**config.mk**
```make
export PLATFORM = sky130hd
export DESIGN_NAME = wb_scoreboard
export DESIGN_NICKNAME = d
export VERILOG_FILES = /design/src/rtl/wb_scoreboard.sv
export SDC_FILE = /design/constraint.sdc
export NUM_CORES = 1
export LEC_CHECK = 0
export BUFFER_PORTS_ARGS = -buffer_cell sky130_fd_sc_hd__buf_4
export CAP_MARGIN = 20
export CORE_MARGIN = 2
export CORE_UTILIZATION = 49
export CTS_CLUSTER_SIZE = 12
export DETAILED_ROUTE_END_ITERATION = 7
export HOLD_SLACK_MARGIN = 0.05
export PLACE_DENSITY = 0.77
export SYNTH_ARGS = -nofsm -noshare
export SYNTH_HDL_FRONTEND = slang
export SYNTH_SLANG_ARGS = --single-unit
```
**constraint.sdc**
```tcl
create_clock -name clk -period 4.8 [get_ports clk]
set_input_delay 0.24 -clock clk [delete_from_list [all_inputs] [get_ports clk]]
set_output_delay 0.24 -clock clk [all_outputs]
set_load 0.01 [all_outputs]
```
**src/rtl/wb_scoreboard.sv**
```systemverilog
`timescale 1ns/1ps
// Write-back stage: result FIFO draining into the 32x64 regfile plus a pending-write scoreboard.
// Optional decode forwarding from the FIFO head / regfile write is enabled by defining WB_BYPASS_EN.
module wb_scoreboard #(
  parameter int DEPTH  = 2,
  parameter int PEND_W = 2
) (
  input  logic        clk,
  input  logic        reset,
  input  logic        iss_valid,
  output logic        iss_ready,
  input  logic        iss_rd_en,
  input  logic [4:0]  iss_rd_addr,
  input  logic        rs1_en,
  input  logic [4:0]  rs1_addr,
  input  logic        rs2_en,
  input  logic [4:0]  rs2_addr,
  output logic        raw_stall,
  input  logic        in_valid,
  output logic        in_ready,
  input  logic        in_rd_en,
  input  logic [4:0]  in_rd_addr,
  input  logic [63:0] in_rd_data,
  input  logic        hold,
  output logic        rf_rd_en,
  output logic [63:0] rf_rd_addr,
  output logic [63:0] rf_rd_data,
`ifdef WB_BYPASS_EN
  output logic        fwd1_en,
  output logic [63:0] fwd1_data,
  output logic        fwd2_en,
  output logic [63:0] fwd2_data,
`endif
  output logic [63:0] retired
);

  localparam int AW = $clog2(DEPTH);

  typedef struct packed {
    logic        rd_en;
    logic [4:0]  rd_addr;
    logic [63:0] data;
  } entry_t;

  entry_t            mem [DEPTH];
  logic [AW:0]       wr_ptr, rd_ptr;
  logic              full, empty, push, drain;
  entry_t            head;
  logic [PEND_W-1:0] cnt [32];
  logic [31:0]       inc, dec;
  logic              dec_same;
  logic              underflow;
  logic [4:0]        rf_addr;

  logic [1:0]        rs_en;
  logic [4:0]        rs_addr [2];
  logic [1:0]        stall;
  logic              live, rf_hit;
  logic [PEND_W-1:0] pend;
`ifdef WB_BYPASS_EN
  logic              head_hit;
  logic [1:0]        fwd_en;
  logic [63:0]       fwd_data [2];
`endif

  // ---------------- FIFO ----------------
  assign full     = (wr_ptr[AW] != rd_ptr[AW]) && (wr_ptr[AW-1:0] == rd_ptr[AW-1:0]);
  assign empty    = (wr_ptr == rd_ptr);
  assign in_ready = !full;
  assign push     = in_valid && in_ready;
  assign drain    = !empty && !hold;
  assign head     = mem[rd_ptr[AW-1:0]];

  always_ff @(posedge clk) begin
    if (reset) begin
      wr_ptr <= '0;
      rd_ptr <= '0;
    end else begin
      if (push)  wr_ptr <= wr_ptr + (AW+1)'(1);
      if (drain) rd_ptr <= rd_ptr + (AW+1)'(1);
    end
  end

  always_ff @(posedge clk) begin
    if (push) mem[wr_ptr[AW-1:0]] <= {in_rd_en, in_rd_addr, in_rd_data};
  end

  // ---------------- regfile write port and retire counter ----------------
  always_ff @(posedge clk) begin
    if (reset) begin
      rf_rd_en   <= 1'b0;
      rf_addr    <= '0;
      rf_rd_data <= '0;
      retired    <= '0;
    end else begin
      rf_rd_en <= drain && head.rd_en && (head.rd_addr != '0);
      if (drain) begin
        rf_addr    <= head.rd_addr;
        rf_rd_data <= head.data;
        retired    <= retired + 64'd1;
      end
    end
  end

  assign rf_rd_addr = {59'd0, rf_addr};

  // ---------------- pending-write scoreboard ----------------
  // A draining writer of the same register frees a slot this cycle, so saturation does not block.
  assign dec_same  = drain && head.rd_en && (head.rd_addr == iss_rd_addr);
  assign iss_ready = !(iss_rd_en && (iss_rd_addr != '0) && (cnt[iss_rd_addr] == '1) && !dec_same);

  always_comb begin
    inc = '0;
    dec = '0;
    if (iss_valid && iss_ready && iss_rd_en) inc[iss_rd_addr] = 1'b1;
    if (drain && head.rd_en)                 dec[head.rd_addr] = 1'b1;
    inc[0] = 1'b0;
    dec[0] = 1'b0;
  end

  always_comb begin
    underflow = 1'b0;
    for (int unsigned r = 1; r < 32; r++) begin
      if (dec[r] && (cnt[r] == '0)) underflow = 1'b1;
    end
  end

  // cnt[0] is only ever written by reset, so it stays zero.
  always_ff @(posedge clk) begin
    if (reset) begin
      for (int unsigned r = 0; r < 32; r++) cnt[r] <= '0;
    end else begin
      for (int unsigned r = 1; r < 32; r++) begin
        if (inc[r] && !dec[r])
          cnt[r] <= cnt[r] + PEND_W'(1);
        else if (dec[r] && !inc[r] && (cnt[r] != '0))
          cnt[r] <= cnt[r] - PEND_W'(1);
      end
    end
  end

  a_no_underflow: assert property (@(posedge clk) disable iff (reset) !underflow);

  // ---------------- RAW hazard detection ----------------
  assign rs_en      = {rs2_en, rs1_en};
  assign rs_addr[0] = rs1_addr;
  assign rs_addr[1] = rs2_addr;

  always_comb begin
    stall  = '0;
    live   = 1'b0;
    rf_hit = 1'b0;
    pend   = '0;
`ifdef WB_BYPASS_EN
    head_hit = 1'b0;
    fwd_en   = '0;
    for (int unsigned i = 0; i < 2; i++) fwd_data[i] = '0;
`endif
    for (int unsigned i = 0; i < 2; i++) begin
      live   = rs_en[i] && (rs_addr[i] != '0);
      pend   = cnt[rs_addr[i]];
      rf_hit = rf_rd_en && (rf_addr == rs_addr[i]);
`ifdef WB_BYPASS_EN
      // Head may only forward when it is the sole outstanding writer of that register.
      head_hit    = !empty && head.rd_en && (head.rd_addr == rs_addr[i]) && (pend == PEND_W'(1));
      stall[i]    = live && (pend != '0) && !head_hit;
      fwd_en[i]   = live && (head_hit || ((pend == '0) && rf_hit));
      fwd_data[i] = head_hit ? head.data : rf_rd_data;
`else
      stall[i] = live && ((pend != '0) || rf_hit);
`endif
    end
  end

  assign raw_stall = |stall;

`ifdef WB_BYPASS_EN
  assign fwd1_en   = fwd_en[0];
  assign fwd1_data = fwd_data[0];
  assign fwd2_en   = fwd_en[1];
  assign fwd2_data = fwd_data[1];
`endif

endmodule

```
After elaboration in Yosys (flattened, before gate mapping):

Memory sizes are Yosys's and may differ from the RTL's. A register that Yosys moved wholly into a read port is not among the register bits.
Cells that the tools add are included.

* register bits: 138
* memories kept: 2
* output and inout port bits: 196
* logic and storage cells: 656
* input port bits: 93
* RAM bits: 204

* mux-type cells: 291
* eq/ne operators: 7
* $lt $le $gt $ge: 4
* bitwise gates (word level): 62
* reduce and logical (&&, ||, !) cells: 219
* add/subtract/negate cells: 65

Memory list
* mem: words 2, width 70, rd ports 1, clocked after memory_dff 1, write ports 1, RTL line 45 `entry_t mem [DEPTH];`
* cnt: words 32, width 2, rd ports 34, clocked after memory_dff 0, write ports 32, RTL line 49 `logic [PEND_W-1:0] cnt [32];`

Operators by type and width (number)
* $mux W1: 225
* $mux W2: 62
* $logic_and A1 B1 Y1: 112
* $logic_not A1 Y1: 67
* $add A2 B1 Y2 const B: 33
* $reduce_bool A2 Y1: 33
* $add A64 B1 Y64 const B: 1
* $mux W32: 2
* $or A1 B1 Y1: 62
* $sub A2 B1 Y2 const B: 31
* $reduce_bool A5 Y1: 4
* $eq A5 B5 Y1: 3
* $lt A5 B6 Y1 const B: 2
* $demux W1 S5: 2
* $ge A5 B1 Y1 const B: 2
* $eq A2 B2 Y1: 1
* $eq A2 B2 Y1 const B: 1
* $logic_or A1 B1 Y1: 2
* $reduce_or A2 Y1: 1
* $eq A1 B1 Y1: 1
* $ne A1 B1 Y1: 1

Depth between registers and ports, before layout:

* depth in word-level cells: 19
* gate-level depth with buffers: 13
* depth with buffers taken out: 8

Least setup slack after synthesis:

No wires, ideal clock.

* path type: reg2reg
* start point: reg rd_ptr[1]
* end point: mem mem[0][0] in the netlist's numbering (enable)
* stages on the path, launching flop included: 5
* data arrival time: 3.848 ns
* buffers on the path: 0
* clock period less this slack: 4.347 ns
* setup time: 0.498 ns
* setup slack: 0.453 ns
* data required time: 4.302 ns
* cells stage by stage: dfxtp_1 -> xnor2_1 -> nand2b_1 -> nand2_1 -> nor2_1

* longest elaborated chain between the ends: 6

Ends and longest elaborated chain
* from (decl): RTL line 46 `logic [AW:0] wr_ptr, rd_ptr;`
* from (signal assigned): RTL line 80 `if (drain) rd_ptr <= rd_ptr + (AW+1)'(1);`
* $ne A1 B1 Y1: RTL line 67 `assign full = (wr_ptr[AW] != rd_ptr[AW]) && (wr_ptr[AW-1:0] == rd_ptr[AW-1:0]);`
* $logic_and A1 B1 Y1: RTL line 67
* $logic_not A1 Y1: RTL line 69 `assign in_ready = !full;`
* via in_ready: RTL line 20 `output logic in_ready,`
* $logic_and A1 B1 Y1: RTL line 70 `assign push = in_valid && in_ready;`
* $mux W1: RTL line 85 `if (push) mem[wr_ptr[AW-1:0]] <= {in_rd_en, in_rd_addr, in_rd_data};`
* $mux W1 (not written as such): RTL line 85
* to (decl): RTL line 45

The timed path passes the listed nets, and every way through them passes these cells.

==> impl_results.md <==
* Worst relative slew slack at 0.257
* Clock tree buffer depth at 3
* DR WL/cell at roughly 19 µm
* Clock sinks at ~340
* Vias in the first global route at about 13,000
* Run status: finished clean
* Avg Cell Area, Syn at around 11 µm²
* Die area at around 35,000 µm²
* Synthesized instance count at ~1,500
* Post-Synthesis Cell Area at 16,500 µm²
* Final core occ at 0.609
* Area after DPL at about 18,000 µm²
* Vias at between 10,000 and 15,000
* Place WS at between 1 and 1.5 ns
* Worst-path clk slew at roughly 0.06 ns
* Hold Path Class: input port to register
* Critical-path cell list: mux2i_1, xnor2_1, nor2_1, a31oi_1, o21a_1, a21oi_2, and2_1, o31ai_1
* CP Data Required Time at roughly 5.0 ns
* WL final at 42.7 mm
* Layout Cells excl Fill at 2,261
* Critical Path End Type: register
* Post-DRT Antenna Nets at 0
* Worst endpoint data arrival time at between 3 and 4 ns
* CP top delay family: compound AO/OA/AOI/OAI gates
* Placer Congestion at 0.916
* Leakage power at between 7 and 8 nW
* Slew Viols, Final at 0
* Worst-Margin Slew at 1.11 ns
* #FFs+latches synth at 341
* Clock root buffer: clkbuf_16
* Initial Utilization at 0.495
* Crit path buffers/inverters at 0
* HPWL Detailed at ~28 mm
* IO Pins at ~290
* Vias per cell at roughly 5.7
* Core Rows at 67
* Max VDD drop at about 0.00037 V
* Hold Slack at around 0.16 ns
* CP Max Fanout at 20
* # nets final at approximately 1,900
* Design Area, Final at a little over 20,000 µm²
* Cts bufs inserted at 38
* Max Clk Rate at ~0.27 GHz
* DRT Pass-1 Iters at 6
* Antenna violations before repair at 3
* Inst Count DP at 2,120
* H-Tree Depth at 2
* Worst R2R End: cnt[14][0]
* Hold Path Cell Cnt at 4
* Global-route usage over all layers at 0.239
* Setup CP Type: register to register
* Largest net degree at the start of global routing at 144
* Asr flop ratio synth at 0
* Seq/Total Area, Yosys at 0.537
* Register-to-register setup slack at approximately 1.1 ns
* Hold Path End: wr_ptr[0]
* CTS-repair resized insts at 0
* Hold Crit Start: in_valid
* Post-CTS Hold Buffers at 70
* Post-layout min period at ~3.7 ns
* Total power at roughly 9.1 mW
* CP max-delay cell: o21a_1
* Synth unique cells at ~60
* Setup Fix Bufs, Post-CTS at 0
* Clk_lat worst skew at 0.52 ns
* Final period utilization at 0.776
* I/O Buffers at around 230
* Chip width at between 150 and 200 µm
* Worst r2r path cells at 8
* Global-route wire length before repair at 67.6 mm
* CP max stage delay at about 0.65 ns
* RSZ-0062 raised after global routing: false
* Die span in y at 187 µm
* Hold Fails Final Rpt at 0
* Global route overflow at 0
* Iteration-0 DRC Markers at between 900 and 1,000
* Top FF cell, synth: edfxtp_1
* P per Cell Area at 447 nW/µm²
* CTS tree: done
* Critical Path Source Type: register
* Setup WS post-layout at between 1 and 1.5 ns
* Layout cells sized above 1 at 0.187
* Yosys Warn Count at 0
* Max Cap Violations at 0
* Area Growth Syn to Fin at 23.0%
* Residual DRC at 0
* Setup Viol. Count Final at 0
* EDFF count, synth at 202
* Setup TNS Final at 0 ns
* Clock skew at approximately 0.013 ns
* Area of the core at around 33,000 µm²
[sequential cells by signal, indices dropped and copies added, names as in the netlist, named ones only]
register    flops
rf_addr         5
cnt            62
rf_rd_data     64
rf_rd_en        1
mem           140
rd_ptr          2
retired        64
wr_ptr          2
[power by group]
group          internal, mW  switching, mW
logic                 0.930           1.28
registers              3.59          0.319
clock network          1.79           1.15
total                  6.31           2.75
[cells in the final DEF (no fill, tap or decap), types with 21 or more instances in the layout]
cell type      synthesis  final
edfxtp_1             202    202
buf_4                 62    240
a211o_1               27     27
conb_1                 1     59
nor3_1                28     28
nand4_1               35     35
o21ai_0               37     37
mux2i_1               93     93
nand3_1               45     45
xnor2_1               44     44
mux4_2                21     21
xor2_1                57     57
a21oi_1               51     50
nor2_1               226    225
clkbuf_16              0     40
dfxtp_1              139    138
nand2_1               89     89
or3_1                 23     23
dlygate4sd3_1          0     70
a211oi_1              96     96
[worst max-delay path by stage]
stage	startpoint	slack (ns)	to	cells past startpoint
floorplan	rd_ptr[1]	0.45	mem[0][0]	4
global placement	iss_rd_addr[1]	1.25	cnt[12][0]	10
detailed placement	iss_rd_addr[1]	1.13	cnt[11][1]	8
CTS	register	1.18	cnt[14][0]	8
global route	register	0.83	cnt[14][0]	8
finish	register	1.08	cnt[14][0]	8
[cell usage after synthesis (21+ instances only)]
master | instances | area, µm²
xor2_1 | 57 | 499
mux2i_1 | 93 | 931
a211oi_1 | 96 | 721
nand4_1 | 35 | 219
nor2_1 | 226 | 848
clkbuf_1 | 62 | 233
buf_4 | 62 | 465
xnor2_1 | 44 | 385
mux4_2 | 21 | 473
a21oi_1 | 51 | 255
o21ai_0 | 37 | 185
nand3_1 | 45 | 225
nor3_1 | 28 | 140
or3_1 | 23 | 144
edfxtp_1 | 202 | 6070
a211o_1 | 27 | 236
nand2_1 | 89 | 334
dfxtp_1 | 139 | 2780
[per-layer routing]
| layer | share of wire | vias up | track usage | wire length [µm] |
|---|---|---|---|---|
| li1 | - | 6049 | - | - |
| met1 | 0.38 | 6175 | 0.290 | 16300 |
| met2 | 0.48 | 602 | 0.395 | 20300 |
| met3 | 0.10 | 126 | 0.0816 | 4430 |
| met4 | 0.038 | 2 | 0.0919 | 1620 |
| met5 | 0.00026 | - | 0 | 11 |
[worst reg2reg max path: stages (launching register included)]
cell	delay, ns
dfxtp_4	0.50
mux2i_1	0.62
xnor2_1	0.19
nor2_1	0.06
a31oi_1	0.30
o21a_1	0.65
a21oi_2	0.39
and2_1	0.31
o31ai_1	0.36
[layout make-up]
type                            count  area (µm²)
Tap cell                          448         561
Sequential cell                   341        8850
Antenna cell                        2        5.00
Multi-Input combinational cell   1071        6980
Fill cell                        2597       13000
Inverter                           18        67.6
Clock buffer                       60        1140
Timing Repair Buffer              312        2530
Clock inverter                      9         121
[kinds of logic (layout without fill, tap and decap cells)]
| kind of cell | count (synthesis) | after routing | synth area share |
|---|---|---|---|
| AO/OA/AOI/OAI | 273 | 273 | 0.117 |
| multiplexers | 120 | 120 | 0.0893 |
| XOR/XNOR | 101 | 101 | 0.0537 |
| adder cells (fa/ha/maj) | 2 | 2 | 0.00152 |
| AND/OR/NAND/NOR | 516 | 516 | 0.147 |
| flip-flops | 341 | 341 | 0.537 |
| other | 1 | 61 | 0.000228 |
| buffers and inverters | 166 | 399 | 0.0536 |
No activity file was read; power rests on OpenSTA's default activity.
